`config.mk`:
```
export PLATFORM = sky130hd
export DESIGN_NAME = mc_ctrl_flat
export DESIGN_NICKNAME = d
export VERILOG_FILES = /design/src/rtl/mc_ctrl_if.sv /design/src/rtl/mc_ctrl.sv /design/src/flat_wrapper.sv
export SDC_FILE = /design/constraint.sdc
export NUM_CORES = 1
export LEC_CHECK = 0
export BUFFER_PORTS_ARGS = -buffer_cell sky130_fd_sc_hd__buf_2
export CORE_MARGIN = 1
export CORE_UTILIZATION = 46
export CTS_BUF_LIST = sky130_fd_sc_hd__clkbuf_8 sky130_fd_sc_hd__clkbuf_16
export CTS_CLUSTER_SIZE = 12
export DETAILED_ROUTE_END_ITERATION = 16
export GPL_TIMING_DRIVEN = 0
export PLACE_DENSITY = 0.76
export SYNTH_ARGS = -nofsm -noshare
export SYNTH_HDL_FRONTEND = slang
export SYNTH_SLANG_ARGS = --single-unit
```
`constraint.sdc`:
```
create_clock -name clk -period 1.91 [get_ports clk]
set_input_delay 0.0955 -clock clk [delete_from_list [all_inputs] [get_ports clk]]
set_output_delay 0.0955 -clock clk [all_outputs]
set_load 0.1 [all_outputs]
```
`src/rtl/mc_ctrl_if.sv`:
```
// rtl/mc_ctrl_if.sv - control/datapath signal bundle for the multicycle sequencer
//
// Groups every signal that passes between mc_ctrl and the MIPS datapath.
//   master : sequencer side. It receives OP, Zero and mem_ready, and drives the
//            mux selects, write enables, status and debug outputs.
//   slave  : datapath side, with the directions reversed.
// CNT_W sets the width of retired_cnt and must match the mc_ctrl instance.
interface mc_ctrl_if #(
    parameter int CNT_W = 32
);
    logic [5:0]       OP;
    logic             Zero;
    logic             mem_ready;
    logic             PCWrite;
    logic             PCWriteCond;
    logic             pc_en;
    logic             IorD;
    logic             MemRead;
    logic             MemWrite;
    logic             IRWrite;
    logic             ALUSrcA;
    logic [1:0]       ALUSrcB;
    logic [1:0]       ALUOp;
    logic [1:0]       PCSource;
    logic             RegDst;
    logic             Mem2Reg;
    logic             RegWrite;
    logic             JalSel;
    logic             illegal;
    logic             retire;
    logic [CNT_W-1:0] retired_cnt;
    logic [3:0]       state;

    modport master (
        input  OP, Zero, mem_ready,
        output PCWrite, PCWriteCond, pc_en, IorD, MemRead, MemWrite, IRWrite,
               ALUSrcA, ALUSrcB, ALUOp, PCSource, RegDst, Mem2Reg, RegWrite,
               JalSel, illegal, retire, retired_cnt, state
    );

    modport slave (
        output OP, Zero, mem_ready,
        input  PCWrite, PCWriteCond, pc_en, IorD, MemRead, MemWrite, IRWrite,
               ALUSrcA, ALUSrcB, ALUOp, PCSource, RegDst, Mem2Reg, RegWrite,
               JalSel, illegal, retire, retired_cnt, state
    );
endinterface

```
`src/rtl/mc_ctrl.sv`:
```
// rtl/mc_ctrl.sv - multicycle MIPS control sequencer (Moore FSM + retire counter)
//
// This is a Moore FSM. It steps the shared datapath through fetch, decode,
// execute, memory and write-back for each instruction, and counts the
// instructions that retire.
// Ports:
//   clk    rising-edge clock
//   reset  synchronous, active-high
//   bus    mc_ctrl_if.master: carries the OP/Zero/mem_ready inputs, the
//          datapath controls, illegal, retire, retired_cnt and state (debug)
module mc_ctrl #(
    parameter int CNT_W = 32
) (
    input  logic        clk,
    input  logic        reset,
    mc_ctrl_if.master   bus
);
    typedef enum logic [3:0] {
        S_FETCH  = 4'd0,
        S_DECODE = 4'd1,
        S_MEMADR = 4'd2,
        S_MEMRD  = 4'd3,
        S_MEMWB  = 4'd4,
        S_MEMWR  = 4'd5,
        S_EXEC   = 4'd6,
        S_ALUWB  = 4'd7,
        S_BRANCH = 4'd8,
        S_JUMP   = 4'd9,
        S_ADDIEX = 4'd10,
        S_ADDIWB = 4'd11
    } state_t;

    localparam logic [5:0] OP_R    = 6'b000000;
    localparam logic [5:0] OP_LW   = 6'b100011;
    localparam logic [5:0] OP_SW   = 6'b101011;
    localparam logic [5:0] OP_BEQ  = 6'b000100;
    localparam logic [5:0] OP_J    = 6'b000010;
    localparam logic [5:0] OP_JAL  = 6'b000011;
    localparam logic [5:0] OP_ADDI = 6'b001000;

    state_t           r_state;
    state_t           w_next;
    logic [CNT_W-1:0] r_cnt;

    logic       w_pcwrite, w_pcwritecond, w_iord, w_memread, w_memwrite;
    logic       w_irwrite, w_alusrca, w_regdst, w_mem2reg, w_regwrite;
    logic       w_jalsel, w_illegal, w_retire;
    logic [1:0] w_alusrcb, w_aluop, w_pcsource;

    always_ff @(posedge clk) begin
        if (reset) begin
            r_state <= S_FETCH;
            r_cnt   <= '0;
        end else begin
            r_state <= w_next;
            if (w_retire) begin
                r_cnt <= r_cnt + 1'b1;
            end
        end
    end

    always_comb begin
        w_next        = S_FETCH;
        w_pcwrite     = 1'b0;
        w_pcwritecond = 1'b0;
        w_iord        = 1'b0;
        w_memread     = 1'b0;
        w_memwrite    = 1'b0;
        w_irwrite     = 1'b0;
        w_alusrca     = 1'b0;
        w_alusrcb     = 2'b00;
        w_aluop       = 2'b00;
        w_pcsource    = 2'b00;
        w_regdst      = 1'b0;
        w_mem2reg     = 1'b0;
        w_regwrite    = 1'b0;
        w_jalsel      = 1'b0;
        w_illegal     = 1'b0;
        w_retire      = 1'b0;

        case (r_state)
            S_FETCH: begin
                // PC+4 goes straight to the PC through the ALU. IR and PC
                // only load on the cycle the memory read completes.
                w_memread = 1'b1;
                w_alusrcb = 2'b01;
                w_irwrite = bus.mem_ready;
                w_pcwrite = bus.mem_ready;
                w_next    = bus.mem_ready ? S_DECODE : S_FETCH;
            end
            S_DECODE: begin
                // Compute the branch target into ALUOut now. BRANCH then
                // needs only one extra cycle.
                w_alusrcb = 2'b11;
                case (bus.OP)
                    OP_LW, OP_SW: w_next = S_MEMADR;
                    OP_R:         w_next = S_EXEC;
                    OP_BEQ:       w_next = S_BRANCH;
                    OP_J, OP_JAL: w_next = S_JUMP;
                    OP_ADDI:      w_next = S_ADDIEX;
                    default: begin
                        w_illegal = 1'b1;
                        w_next    = S_FETCH;
                    end
                endcase
            end
            S_MEMADR: begin
                w_alusrca = 1'b1;
                w_alusrcb = 2'b10;
                w_next    = (bus.OP == OP_SW) ? S_MEMWR : S_MEMRD;
            end
            S_MEMRD: begin
                w_iord    = 1'b1;
                w_memread = 1'b1;
                w_next    = bus.mem_ready ? S_MEMWB : S_MEMRD;
            end
            S_MEMWB: begin
                w_mem2reg  = 1'b1;
                w_regwrite = 1'b1;
                w_retire   = 1'b1;
            end
            S_MEMWR: begin
                w_iord     = 1'b1;
                w_memwrite = 1'b1;
                w_retire   = bus.mem_ready;
                w_next     = bus.mem_ready ? S_FETCH : S_MEMWR;
            end
            S_EXEC: begin
                w_alusrca = 1'b1;
                w_aluop   = 2'b10;
                w_next    = S_ALUWB;
            end
            S_ALUWB: begin
                w_regdst   = 1'b1;
                w_regwrite = 1'b1;
                w_retire   = 1'b1;
            end
            S_BRANCH: begin
                w_alusrca     = 1'b1;
                w_aluop       = 2'b01;
                w_pcsource    = 2'b01;
                w_pcwritecond = 1'b1;
                w_retire      = 1'b1;
            end
            S_JUMP: begin
                // For jal, the RF writes the current PC (already PC+4) to $31
                // on the same edge that the PC takes the jump target.
                w_pcsource = 2'b10;
                w_pcwrite  = 1'b1;
                w_retire   = 1'b1;
                w_regwrite = (bus.OP == OP_JAL);
                w_jalsel   = (bus.OP == OP_JAL);
            end
            S_ADDIEX: begin
                w_alusrca = 1'b1;
                w_alusrcb = 2'b10;
                w_next    = S_ADDIWB;
            end
            S_ADDIWB: begin
                w_regwrite = 1'b1;
                w_retire   = 1'b1;
            end
            default: begin
                w_next = S_FETCH;
            end
        endcase

        // Reset blocks every write and strobe, so an abandoned instruction
        // leaves no side effects.
        if (reset) begin
            w_pcwrite     = 1'b0;
            w_pcwritecond = 1'b0;
            w_irwrite     = 1'b0;
            w_memread     = 1'b0;
            w_memwrite    = 1'b0;
            w_regwrite    = 1'b0;
            w_retire      = 1'b0;
            w_illegal     = 1'b0;
        end
    end

    assign bus.PCWrite     = w_pcwrite;
    assign bus.PCWriteCond = w_pcwritecond;
    assign bus.pc_en       = w_pcwrite | (w_pcwritecond & bus.Zero);
    assign bus.IorD        = w_iord;
    assign bus.MemRead     = w_memread;
    assign bus.MemWrite    = w_memwrite;
    assign bus.IRWrite     = w_irwrite;
    assign bus.ALUSrcA     = w_alusrca;
    assign bus.ALUSrcB     = w_alusrcb;
    assign bus.ALUOp       = w_aluop;
    assign bus.PCSource    = w_pcsource;
    assign bus.RegDst      = w_regdst;
    assign bus.Mem2Reg     = w_mem2reg;
    assign bus.RegWrite    = w_regwrite;
    assign bus.JalSel      = w_jalsel;
    assign bus.illegal     = w_illegal;
    assign bus.retire      = w_retire;
    assign bus.retired_cnt = r_cnt;
    assign bus.state       = r_state;
endmodule

```
`src/flat_wrapper.sv`:
```
// flat-port wrapper written by rule: the top's interface ports become plain ports
module mc_ctrl_flat 
#(
    parameter int CNT_W = 32
)
  (clk, reset, bus_OP, bus_Zero, bus_mem_ready, bus_PCWrite, bus_PCWriteCond, bus_pc_en, bus_IorD, bus_MemRead, bus_MemWrite, bus_IRWrite, bus_ALUSrcA, bus_ALUSrcB, bus_ALUOp, bus_PCSource, bus_RegDst, bus_Mem2Reg, bus_RegWrite, bus_JalSel, bus_illegal, bus_retire, bus_retired_cnt, bus_state);
  mc_ctrl_if #(.CNT_W(CNT_W)) bus_i ();
  input  logic clk;
  input  logic reset;
  input wire logic [$bits(bus_i.OP)-1:0] bus_OP;
  input wire logic [$bits(bus_i.Zero)-1:0] bus_Zero;
  input wire logic [$bits(bus_i.mem_ready)-1:0] bus_mem_ready;
  output wire logic [$bits(bus_i.PCWrite)-1:0] bus_PCWrite;
  output wire logic [$bits(bus_i.PCWriteCond)-1:0] bus_PCWriteCond;
  output wire logic [$bits(bus_i.pc_en)-1:0] bus_pc_en;
  output wire logic [$bits(bus_i.IorD)-1:0] bus_IorD;
  output wire logic [$bits(bus_i.MemRead)-1:0] bus_MemRead;
  output wire logic [$bits(bus_i.MemWrite)-1:0] bus_MemWrite;
  output wire logic [$bits(bus_i.IRWrite)-1:0] bus_IRWrite;
  output wire logic [$bits(bus_i.ALUSrcA)-1:0] bus_ALUSrcA;
  output wire logic [$bits(bus_i.ALUSrcB)-1:0] bus_ALUSrcB;
  output wire logic [$bits(bus_i.ALUOp)-1:0] bus_ALUOp;
  output wire logic [$bits(bus_i.PCSource)-1:0] bus_PCSource;
  output wire logic [$bits(bus_i.RegDst)-1:0] bus_RegDst;
  output wire logic [$bits(bus_i.Mem2Reg)-1:0] bus_Mem2Reg;
  output wire logic [$bits(bus_i.RegWrite)-1:0] bus_RegWrite;
  output wire logic [$bits(bus_i.JalSel)-1:0] bus_JalSel;
  output wire logic [$bits(bus_i.illegal)-1:0] bus_illegal;
  output wire logic [$bits(bus_i.retire)-1:0] bus_retire;
  output wire logic [$bits(bus_i.retired_cnt)-1:0] bus_retired_cnt;
  output wire logic [$bits(bus_i.state)-1:0] bus_state;
  assign bus_i.OP = bus_OP;
  assign bus_i.Zero = bus_Zero;
  assign bus_i.mem_ready = bus_mem_ready;
  assign bus_PCWrite = bus_i.PCWrite;
  assign bus_PCWriteCond = bus_i.PCWriteCond;
  assign bus_pc_en = bus_i.pc_en;
  assign bus_IorD = bus_i.IorD;
  assign bus_MemRead = bus_i.MemRead;
  assign bus_MemWrite = bus_i.MemWrite;
  assign bus_IRWrite = bus_i.IRWrite;
  assign bus_ALUSrcA = bus_i.ALUSrcA;
  assign bus_ALUSrcB = bus_i.ALUSrcB;
  assign bus_ALUOp = bus_i.ALUOp;
  assign bus_PCSource = bus_i.PCSource;
  assign bus_RegDst = bus_i.RegDst;
  assign bus_Mem2Reg = bus_i.Mem2Reg;
  assign bus_RegWrite = bus_i.RegWrite;
  assign bus_JalSel = bus_i.JalSel;
  assign bus_illegal = bus_i.illegal;
  assign bus_retire = bus_i.retire;
  assign bus_retired_cnt = bus_i.retired_cnt;
  assign bus_state = bus_i.state;
  mc_ctrl #(.CNT_W(CNT_W)) u_core (.clk(clk), .reset(reset), .bus(bus_i));
endmodule
```
==> flow_summary_export.csv, run 1 <==
group,metric,value,unit
pwr,p_total,1.65,mW
synthesis,synth-edff-count,0,
drt,ant_nets,0,
synthesis,yosys-top-cells-area,"dfxtp_1 (34%), xnor2_1 (8.2%), nor2_1 (7.9%)",
sta,grt_setup_unrepaired,"yes",
sta,report.final.slew_viol_count,0,
finish,fin_cells,440,
critical_path,rrSetupSlack,-0.24,ns
clock_tree,clockBufferDepth,2,
status,failed_checks,"setup timing",
hold_path,hp-class,"in -> reg",
sta,setup_viol,17,
finish,final_cell_area,3610,sq um
sta,tns,-1.85,ns
finish,multi_input_area,1810,sq um
place,gp_congestion,0.915,
hold_path,holdPathStages,4,
finish,diodes,0,
critical_path,cp-start-kind,"flop",
drt,viasPerCell,5.91,
synthesis,yosysSeqAreaShare,33.7,%
sta,fin_skew,0.0108,ns
synthesis,syn-instance-count,287,
synthesis,synth_largest_area_cell,"dfxtp_1",
floorplanning,core-area,4410,sq um
synthesis,syn-cell-area,2140,sq um
critical_path,reg2regPathDepth,5,
floorplanning,num_io_pins,66,
synthesis,yosysUniqueCellTypes,44,
synthesis,avgSynthCellArea,7.45,sq um
finish,register_area,808,sq um
finish,fin_util,81.9,%
synthesis,synthArstFlopShare,0,%
critical_path,worstPathRequired,2.14,ns
hold_path,min_to,"u_core.bus.state[3]",
clock_tree,root_buffer,"clkbuf_8",
clock_tree,cts-buffers-inserted,5,
flow_run,max_cap_violations,0,
status,status,"finished with violations",
floorplanning,dieArea,4930,sq um
clock_tree,worst_skew_pair.late_latency,0.30,ns
synthesis,synth.most_common_cell,"nor2_1",
critical_path,endpoint_kind,"flop",
drt,wl,7410,microns
place,placed_area,3090,sq um
global_route,grt_antenna_before_repair,0,
finish,drive_gt1_share,55.2,%
finish,nets,398,
floorplanning,fp.dieH,70.2,microns
pwr,leakage,1.44,nW
clock_tree,cts_sinks,36,
global_route,gr-usage-met1,39.1,%
floorplanning,initial_utilization,48.5,%
hold_path,hold_path_startpoint,"bus_OP[4]",
global_route,use_met2,46.4,%
pwr,irDropWorstVdd,0.389,mV
global_route,grt_pass1_wl,11300,microns
sta,hold_viol_final,0,
critical_path,r2r_start,"u_core.bus.retired_cnt[7]",
global_route,grt_pass1_vias,2316,
sta,period_share,113,%
synthesis,synth_top_area_share,33.7,%
synthesis,ys_warn_count,0,
finish,fillers,274,
sta,slew_headroom,44.8,%
global_route,use_met3,4.47,%
synthesis,synthTopCellsByCount,"nor2_1 (45), dfxtp_1 (36), a21oi_1 (20), xnor2_1 (20), nor4_1 (18)",
synthesis,ys_ff_latch,36,
critical_path,crit_fanout,7,
place,dp.cells,404,
clock_tree,h-tree-depth,2,
synthesis,ys.flop_type,"dfxtp_1",
global_route,grt_most_used_layer,"met2",
clock_tree,path_clk_slew,0.08,ns
critical_path,critical_path_class,"reg -> reg",
global_route,grtUsageTotal,28.8,%
drt,drt-pass1-iter-count,4,
global_route,grt-ovfl-total,0,
clock_tree,cts_hold_buf,0,
finish,synthToLayoutAreaGrowth,68.9,%
pwr,powerDensity,457,nW/um^2
critical_path,crit_arrival,2.38,ns
drt,drc_errors,0,
global_route,grt_max_degree,12,
place,port_buffers,65,
drt,first_iter_violations,285,
drt,routed-via-count,2600,
drt,wl_per_cell,16.8,microns
floorplanning,rows,24,
sta,layout_setup_ws,-0.243,ns
critical_path,timing.rr.end,"u_core.bus.retired_cnt[27]",
synthesis,synth_nets,298,
sta,worst_slew_pin_slew,0.808,ns
sta,layout_min_cycle_time,2.15,ns
floorplanning,die_x,70.2,microns
sta,fmax,464,MHz
place,detailed_place_hpwl,4640,microns
clock_tree,cts_tree,"done",
[sequential cells by signal, indices dropped and copies added (netlist names)]
name	cells
u_core.bus.retired_cnt	32
u_core.bus.state	4
[stage by stage]
stage               worst slack [ns]  hold WS [ns]
CTS                           -0.262         0.199
global route                  -0.334         0.230
floorplan                     -0.570         0.267
detailed placement            -0.485         0.488
global placement              -0.456         0.478
finish                        -0.243         0.210
[routing by layer]
metal  share of wire, %  vias to the layer above
met5                  0                        -
met4                2.0                        0
met3                6.8                       15
met2                 48                      111
met1                 43                     1233
li1                   -                     1241
[final cells by class]
| class | instances | share of cell area (%) |
|---|---|---|
| plain buffers | 13 | 3.01 |
| flip-flops and latches | 36 | 22.4 |
| repair buffers | 98 | 18.8 |
| multi-input cells | 224 | 50.1 |
| clock buffers | 5 | 1.90 |
| well taps | 52 | 1.80 |
| clock inverters | 3 | 1.07 |
| inverters | 9 | 0.935 |
[report_power, final]
part / leakage, nW / total, mW / switching (mW) / internal, mW
Clock: 0.0593 / 0.671 / 0.289 / 0.382
Combinational: 1.07 / 0.252 / 0.180 / 0.0722
Sequential: 0.311 / 0.729 / 0.00456 / 0.725
[repair_timing]
item / 4_1_cts / 5_1_grt
buffers inserted: 19 / 15
endpoints found under the hold margin: 0 / 0
pin swaps: 9 / 16
resized for setup: 23 / 35
endpoints found under the setup margin: 26 / 24
[placed cells by master (no fill, tap or decap), types with 11 or more instances in the layout]
cell type	count
nand3_1	11
xnor2_1	20
nor2_1	35
a21oi_1	15
nor4_4	13
buf_2	53
nand2_1	15
buf_4	28
dfxtp_4	20
[critical path, cell delays in order, from the launching register on]
cell	delay, ns
dfxtp_4	0.37
nand4_1	0.13
or4_4	0.54
or4_4	0.48
or4_1	0.42
a21oi_1	0.15
[worst max-delay path by stage]
stage          slack [ns]  cells past startpoint                          to                       from
6_report            -0.24                      5  u_core.bus.retired_cnt[27]  u_core.bus.retired_cnt[7]
5_1_grt             -0.33                      5  u_core.bus.retired_cnt[27]  u_core.bus.retired_cnt[3]
4_1_cts             -0.26                      5  u_core.bus.retired_cnt[27]  u_core.bus.retired_cnt[7]
3_5_place_dp        -0.49                      8  u_core.bus.retired_cnt[27]        u_core.bus.state[1]
3_3_place_gp        -0.46                      8  u_core.bus.retired_cnt[27]        u_core.bus.state[1]
2_1_floorplan       -0.57                      5                   bus_pc_en        u_core.bus.state[3]
[logic make-up (layout without fill, tap and decap cells)]
| logic type | Yosys count | after routing | synth area share [%] |
|---|---|---|---|
| and+or+nand+nor | 152 | 152 | 37.1 |
| muxes | 1 | 1 | 0.468 |
| adders and majority gates | 1 | 1 | 0.585 |
| buffers and inverters | 27 | 128 | 5.15 |
| AOI/OAI and AO/OA | 48 | 48 | 14.0 |
| xor gates and xnor gates | 22 | 22 | 9.01 |
| DFF | 36 | 36 | 33.7 |
(Power assumes the default switching activity.)
==> inputs of run 2 (changes only) <==
--- a/config.mk
+++ b/config.mk
@@ -7,12 +7,12 @@
 export LEC_CHECK = 0
 export BUFFER_PORTS_ARGS = -buffer_cell sky130_fd_sc_hd__buf_2
 export CORE_MARGIN = 1
-export CORE_UTILIZATION = 46
+export CORE_UTILIZATION = 30
 export CTS_BUF_LIST = sky130_fd_sc_hd__clkbuf_8 sky130_fd_sc_hd__clkbuf_16
 export CTS_CLUSTER_SIZE = 12
 export DETAILED_ROUTE_END_ITERATION = 16
 export GPL_TIMING_DRIVEN = 0
-export PLACE_DENSITY = 0.76
+export PLACE_DENSITY = 0.56
 export SYNTH_ARGS = -nofsm -noshare
 export SYNTH_HDL_FRONTEND = slang
 export SYNTH_SLANG_ARGS = --single-unit
==> flow_summary_export.csv, run 2 (same netlist as run 1, synthesis figures left out) <==
group,metric,value,unit
finish,register_area,808,sq um
place,detailed_place_hpwl,4970,microns
drt,wl_per_cell,14.7,microns
drt,drt-pass1-iter-count,4,
floorplanning,core-area,6830,sq um
drt,routed-via-count,2526,
place,gp_congestion,0.810,
finish,mostFrequentLayoutCells,"buf_2 (53), nor2_1 (35), buf_4 (26), xnor2_1 (20), dfxtp_4 (20)",
hold_path,hp-class,"in -> reg",
sta,setup_viol,14,
pwr,powerDensity,411,nW/um^2
drt,viasPerCell,5.19,
sta,slew_headroom,39.8,%
critical_path,worstPathRequired,2.13,ns
clock_tree,root_buffer,"clkbuf_8",
clock_tree,cts_sinks,36,
finish,diodes,0,
floorplanning,num_io_pins,66,
finish,multi_input_area,1780,sq um
finish,fin_util,53.9,%
drt,first_iter_violations,125,
global_route,grt_pass1_wl,11300,microns
status,status,"finished with violations",
clock_tree,cts_tree,"done",
drt,drc_errors,0,
critical_path,crit_arrival,2.34,ns
sta,fmax,472,MHz
floorplanning,fp.dieH,86.5,microns
global_route,grt_antenna_before_repair,0,
floorplanning,initial_utilization,31.3,%
pwr,p_total,1.52,mW
global_route,grt_max_degree,12,
floorplanning,die_x,86.5,microns
global_route,grtUsageTotal,19.3,%
clock_tree,cts-buffers-inserted,5,
pwr,irDropWorstVdd,0.320,mV
drt,routed.top_layer,"met4",
clock_tree,clockBufferDepth,2,
critical_path,endpoint_kind,"flop",
sta,period_share,111,%
global_route,grt_pass1_vias,2266,
global_route,grt-ovfl-total,0,
sta,hold_viol_final,0,
finish,drive_gt1_share,53.7,%
clock_tree,h-tree-depth,2,
clock_tree,path_clk_slew,0.08,ns
drt,wl,7180,microns
sta,report.final.slew_viol_count,0,
drt,ant_nets,0,
finish,fin_cells,487,
status,failed_checks,"setup timing",
finish,fillers,683,
critical_path,crit_fanout,7,
sta,tns,-1.52,ns
clock_tree,worst_skew_pair.late_latency,0.29,ns
drt,met2_length,3340,microns
finish,nets,401,
place,dp.cells,448,
sta,worst_slew_pin_slew,0.880,ns
sta,grt_setup_unrepaired,"yes",
drt,wl_met1,3420,microns
floorplanning,rows,30,
critical_path,critical_path_class,"reg -> reg",
critical_path,cp-start-kind,"flop",
finish,largest_register_ffs,32,
sta,fin_skew,0.0100,ns
drt,dr_wl_met3,358,microns
sta,layout_min_cycle_time,2.12,ns
sta,layout_setup_ws,-0.208,ns
pwr,leakage,1.44,nW
clock_tree,cts_hold_buf,0,
place,port_buffers,65,
floorplanning,dieArea,7470,sq um
flow_run,max_cap_violations,0,
finish,layout_commonest_cell,"buf_2",
finish,synthToLayoutAreaGrowth,72.2,%
==> run 2: what timing repair did <==
action / 4_1_cts / 5_1_grt
pin swaps: 8 / 14
endpoints found under the setup margin: 24 / 36
gates resized for setup: 35 / 40
setup buffers: 20 / 16
==> run 2: critical path: stages, from the launching register on <==
cell and delay, ns:
dfxtp_4 0.35, nand4_1 0.12, or4_4 0.56, or4_4 0.49, or4_1 0.41, a21oi_1 0.13
==> run 2: layout make-up <==
type                       instances  area share [%]
clock buffer                       5            1.87
sequential                        36            21.9
clock inverter                     3           0.441
tap                               96            3.26
inverter                           9           0.917
timing repair buffer             100            19.9
buffer                            14            3.33
multi-input combinational        224            48.4
==> run 2: worst paths after layout <==
path / from / end / slack, ns / depth (start not counted)
worst min register to register: u_core.bus.retired_cnt[29] / u_core.bus.retired_cnt[29] / 0.50 / 2
worst min-delay path: bus_OP[5] / u_core.bus.state[3] / 0.19 / 4
worst max register to register: u_core.bus.retired_cnt[2] / u_core.bus.retired_cnt[27] / -0.21 / 5
worst max-delay path: u_core.bus.retired_cnt[2] / u_core.bus.retired_cnt[27] / -0.21 / 5
==> run 2: power breakdown <==
group          internal [mW]  switching, mW  total [mW]
Clock                  0.250          0.280       0.530
Sequential             0.725        0.00379       0.728
Combinational         0.0753          0.181       0.257
Total                   1.05          0.465        1.52
==> run 2: metal layers <==
| layer | track usage, % | vias up |
|---|---|---|
| met4 | 5.15 | 0 |
| met1 | 27.3 | 1209 |
| met3 | 3.62 | 4 |
| li1 | - | 1249 |
| met2 | 30.1 | 64 |
| met5 | 0 | - |
==> run 2: per-stage QoR <==
| stage | hold WS [ns] | instance area (sq um) | worst slack, ns |
|---|---|---|---|
| 6_report | 0.194 | 3680 | -0.208 |
| 2_1_floorplan | 0.267 | 2700 | -0.570 |
| 5_1_grt | 0.239 | 3680 | -0.288 |
| 3_3_place_gp | 0.481 | 3150 | -0.494 |
| 4_1_cts | 0.183 | 3480 | -0.294 |
| 3_5_place_dp | 0.481 | 3150 | -0.461 |
==> inputs of run 3 (changes only) <==
--- a/config.mk
+++ b/config.mk
@@ -7,12 +7,12 @@
 export LEC_CHECK = 0
 export BUFFER_PORTS_ARGS = -buffer_cell sky130_fd_sc_hd__buf_2
 export CORE_MARGIN = 1
-export CORE_UTILIZATION = 30
+export CORE_UTILIZATION = 46
 export CTS_BUF_LIST = sky130_fd_sc_hd__clkbuf_8 sky130_fd_sc_hd__clkbuf_16
 export CTS_CLUSTER_SIZE = 12
 export DETAILED_ROUTE_END_ITERATION = 16
 export GPL_TIMING_DRIVEN = 0
-export PLACE_DENSITY = 0.56
+export PLACE_DENSITY = 0.79
 export SYNTH_ARGS = -nofsm -noshare
 export SYNTH_HDL_FRONTEND = slang
 export SYNTH_SLANG_ARGS = --single-unit
==> flow_summary_export.csv, run 3 (same netlist as run 1, synthesis figures left out) <==
group,metric,value,unit
sta,setup_viol,7,
critical_path,timing.rr.end,"u_core.bus.retired_cnt[27]",
finish,synthToLayoutAreaGrowth,65.7,%
floorplanning,core-area,4410,sq um
pwr,leakage,1.44,nW
floorplanning,fp.dieH,70.2,microns
drt,viasPerCell,6.05,
drt,drt-pass1-iter-count,5,
finish,fin_cells,440,
critical_path,cp-start-kind,"flop",
hold_path,hp-class,"in -> reg",
global_route,grt_max_degree,12,
critical_path,crit_fanout,7,
critical_path,endpoint_kind,"flop",
finish,mostFrequentLayoutCells,"buf_2 (59), nor2_1 (36), buf_4 (32), xnor2_1 (20), dfxtp_4 (20)",
sta,fin_skew,0.00312,ns
place,gp_congestion,0.876,
floorplanning,initial_utilization,48.5,%
sta,grt_setup_unrepaired,"yes",
global_route,grt-ovfl-total,0,
critical_path,worstPathRequired,2.14,ns
floorplanning,rows,24,
drt,drc_errors,0,
finish,layout_commonest_cell,"buf_2",
place,dp.cells,404,
sta,worst_slew_pin_slew,0.828,ns
critical_path,startpoint,"u_core.bus.retired_cnt[6]",
clock_tree,cts_hold_buf,0,
sta,fmax,471,MHz
critical_path,reg2regPathDepth,5,
global_route,grt_pass1_vias,2309,
clock_tree,cts_tree,"done",
sta,hold_viol_final,0,
sta,period_share,111,%
clock_tree,worst_skew_pair.late_latency,0.29,ns
floorplanning,die_x,70.2,microns
sta,report.final.slew_viol_count,0,
critical_path,endpoint,"u_core.bus.retired_cnt[27]",
critical_path,critical_path_class,"reg -> reg",
finish,largest_register_ffs,32,
critical_path,crit_path_max_incr_delay,0.52,ns
finish,nets,398,
critical_path,r2r_start,"u_core.bus.retired_cnt[6]",
clock_tree,root_buffer,"clkbuf_8",
floorplanning,num_io_pins,66,
place,port_buffers,65,
critical_path,path_depth,5,
flow_run,max_cap_violations,0,
drt,wl_per_cell,17.5,microns
place,detailed_place_hpwl,4710,microns
pwr,p_total,1.58,mW
sta,slew_headroom,43.4,%
floorplanning,dieArea,4930,sq um
drt,first_iter_violations,285,
drt,routed-via-count,2662,
finish,fillers,285,
sta,layout_setup_ws,-0.213,ns
clock_tree,h-tree-depth,2,
global_route,grt_pass1_wl,11600,microns
finish,diodes,0,
critical_path,cp_slowest_cell,"or4_4",
sta,layout_min_cycle_time,2.12,ns
finish,drive_gt1_share,53.6,%
critical_path,path_buf_inv,0,
status,failed_checks,"setup timing",
drt,ant_nets,0,
global_route,grtUsageTotal,29.7,%
critical_path,critPathMostFrequentCell,"or4_4",
clock_tree,path_clk_slew,0.07,ns
critical_path,rrSetupSlack,-0.21,ns
sta,hold-worst-slack,0.204,ns
clock_tree,cts_sinks,36,
global_route,grt_antenna_before_repair,0,
place,placed_area,3090,sq um
clock_tree,clockBufferDepth,2,
clock_tree,cts-buffers-inserted,5,
critical_path,cp_top_family,"simple AND/OR/NAND/NOR gates",
finish,multi_input_area,1780,sq um
drt,wl,7690,microns
status,status,"finished with violations",
finish,final_cell_area,3550,sq um
critical_path,crit_chain,"nand4_1 -> or4_4 -> or4_4 -> or4_4 -> a21oi_2",
critical_path,crit_arrival,2.35,ns
finish,register_area,808,sq um
pwr,irDropWorstVdd,0.467,mV
pwr,powerDensity,445,nW/um^2
-- run 3: cell count changes in the layout (fill, tap and decap cells not counted), sizes merged --
cell | previous run | this run
clkinv | 1 | 0
inv | 11 | 10
buf | 102 | 101
-- run 3: where the power goes --
part	switching (mW)	internal (mW)	total [mW]
Sequential	0.00607	0.725	0.731
Clock	0.280	0.324	0.605
Combinational	0.177	0.0657	0.243
Total	0.464	1.11	1.58
-- run 3: timing repair --
| item | 4_1_cts | 5_1_grt |
|---|---|---|
| setup endpoints to repair | 26 | 17 |
| pin swaps | 11 | 11 |
| resized for setup | 25 | 18 |
| buffers inserted | 20 | 13 |
| endpoints found under the hold margin | 0 | 0 |
-- run 3: worst min-delay path by stage --
stage / from / endpoint / slack [ns] / cells past startpoint
after floorplan: reset / u_core.bus.retired_cnt[31] / 0.27 / 2
after global placement: u_core.bus.retired_cnt[22] / u_core.bus.retired_cnt[22] / 0.49 / 2
after detailed placement: u_core.bus.retired_cnt[29] / u_core.bus.retired_cnt[29] / 0.49 / 2
after CTS: bus_OP[5] / u_core.bus.state[3] / 0.20 / 4
after global routing: bus_OP[5] / u_core.bus.state[3] / 0.25 / 4
final: bus_OP[4] / u_core.bus.state[3] / 0.20 / 4
-- run 3: layer usage --
metal | GRT usage (%) | vias to the layer above | routed length [microns]
met3 | 4.33 | 20 | 462
li1 | - | 1240 | -
met5 | 0 | - | 0
met1 | 41.0 | 1295 | 3260
met2 | 48.2 | 107 | 3800
met4 | 8.44 | 0 | 171
-- run 3: final cells by class --
class | count | area share (%)
Multi-Input combinational cell | 224 | 50.2
Sequential cell | 36 | 22.8
Clock buffer | 7 | 2.72
Inverter | 9 | 0.953
Tap cell | 52 | 1.83
Clock inverter | 1 | 0.106
Buffer | 13 | 3.14
Timing Repair Buffer | 98 | 18.2
-- run 3: metrics by stage --
| step | worst slack, ns | TNS [ns] | utilization (%) |
|---|---|---|---|
| 6_report | -0.213 | -1.09 | 80.3 |
| 5_1_grt | -0.274 | -1.69 | 80.3 |
| 4_1_cts | -0.250 | -1.19 | 76.8 |
| 3_5_place_dp | -0.472 | -2.82 | 70.1 |
| 3_3_place_gp | -0.429 | -2.23 | 70.1 |
| 2_1_floorplan | -0.570 | -7.41 | - |
-- run 3: worst register-to-register path, stage by stage (launching register included) --
cell and delay (ns):
dfxtp_4 0.35, nand4_1 0.15, or4_4 0.52, or4_4 0.48
or4_4 0.44, a21oi_2 0.12
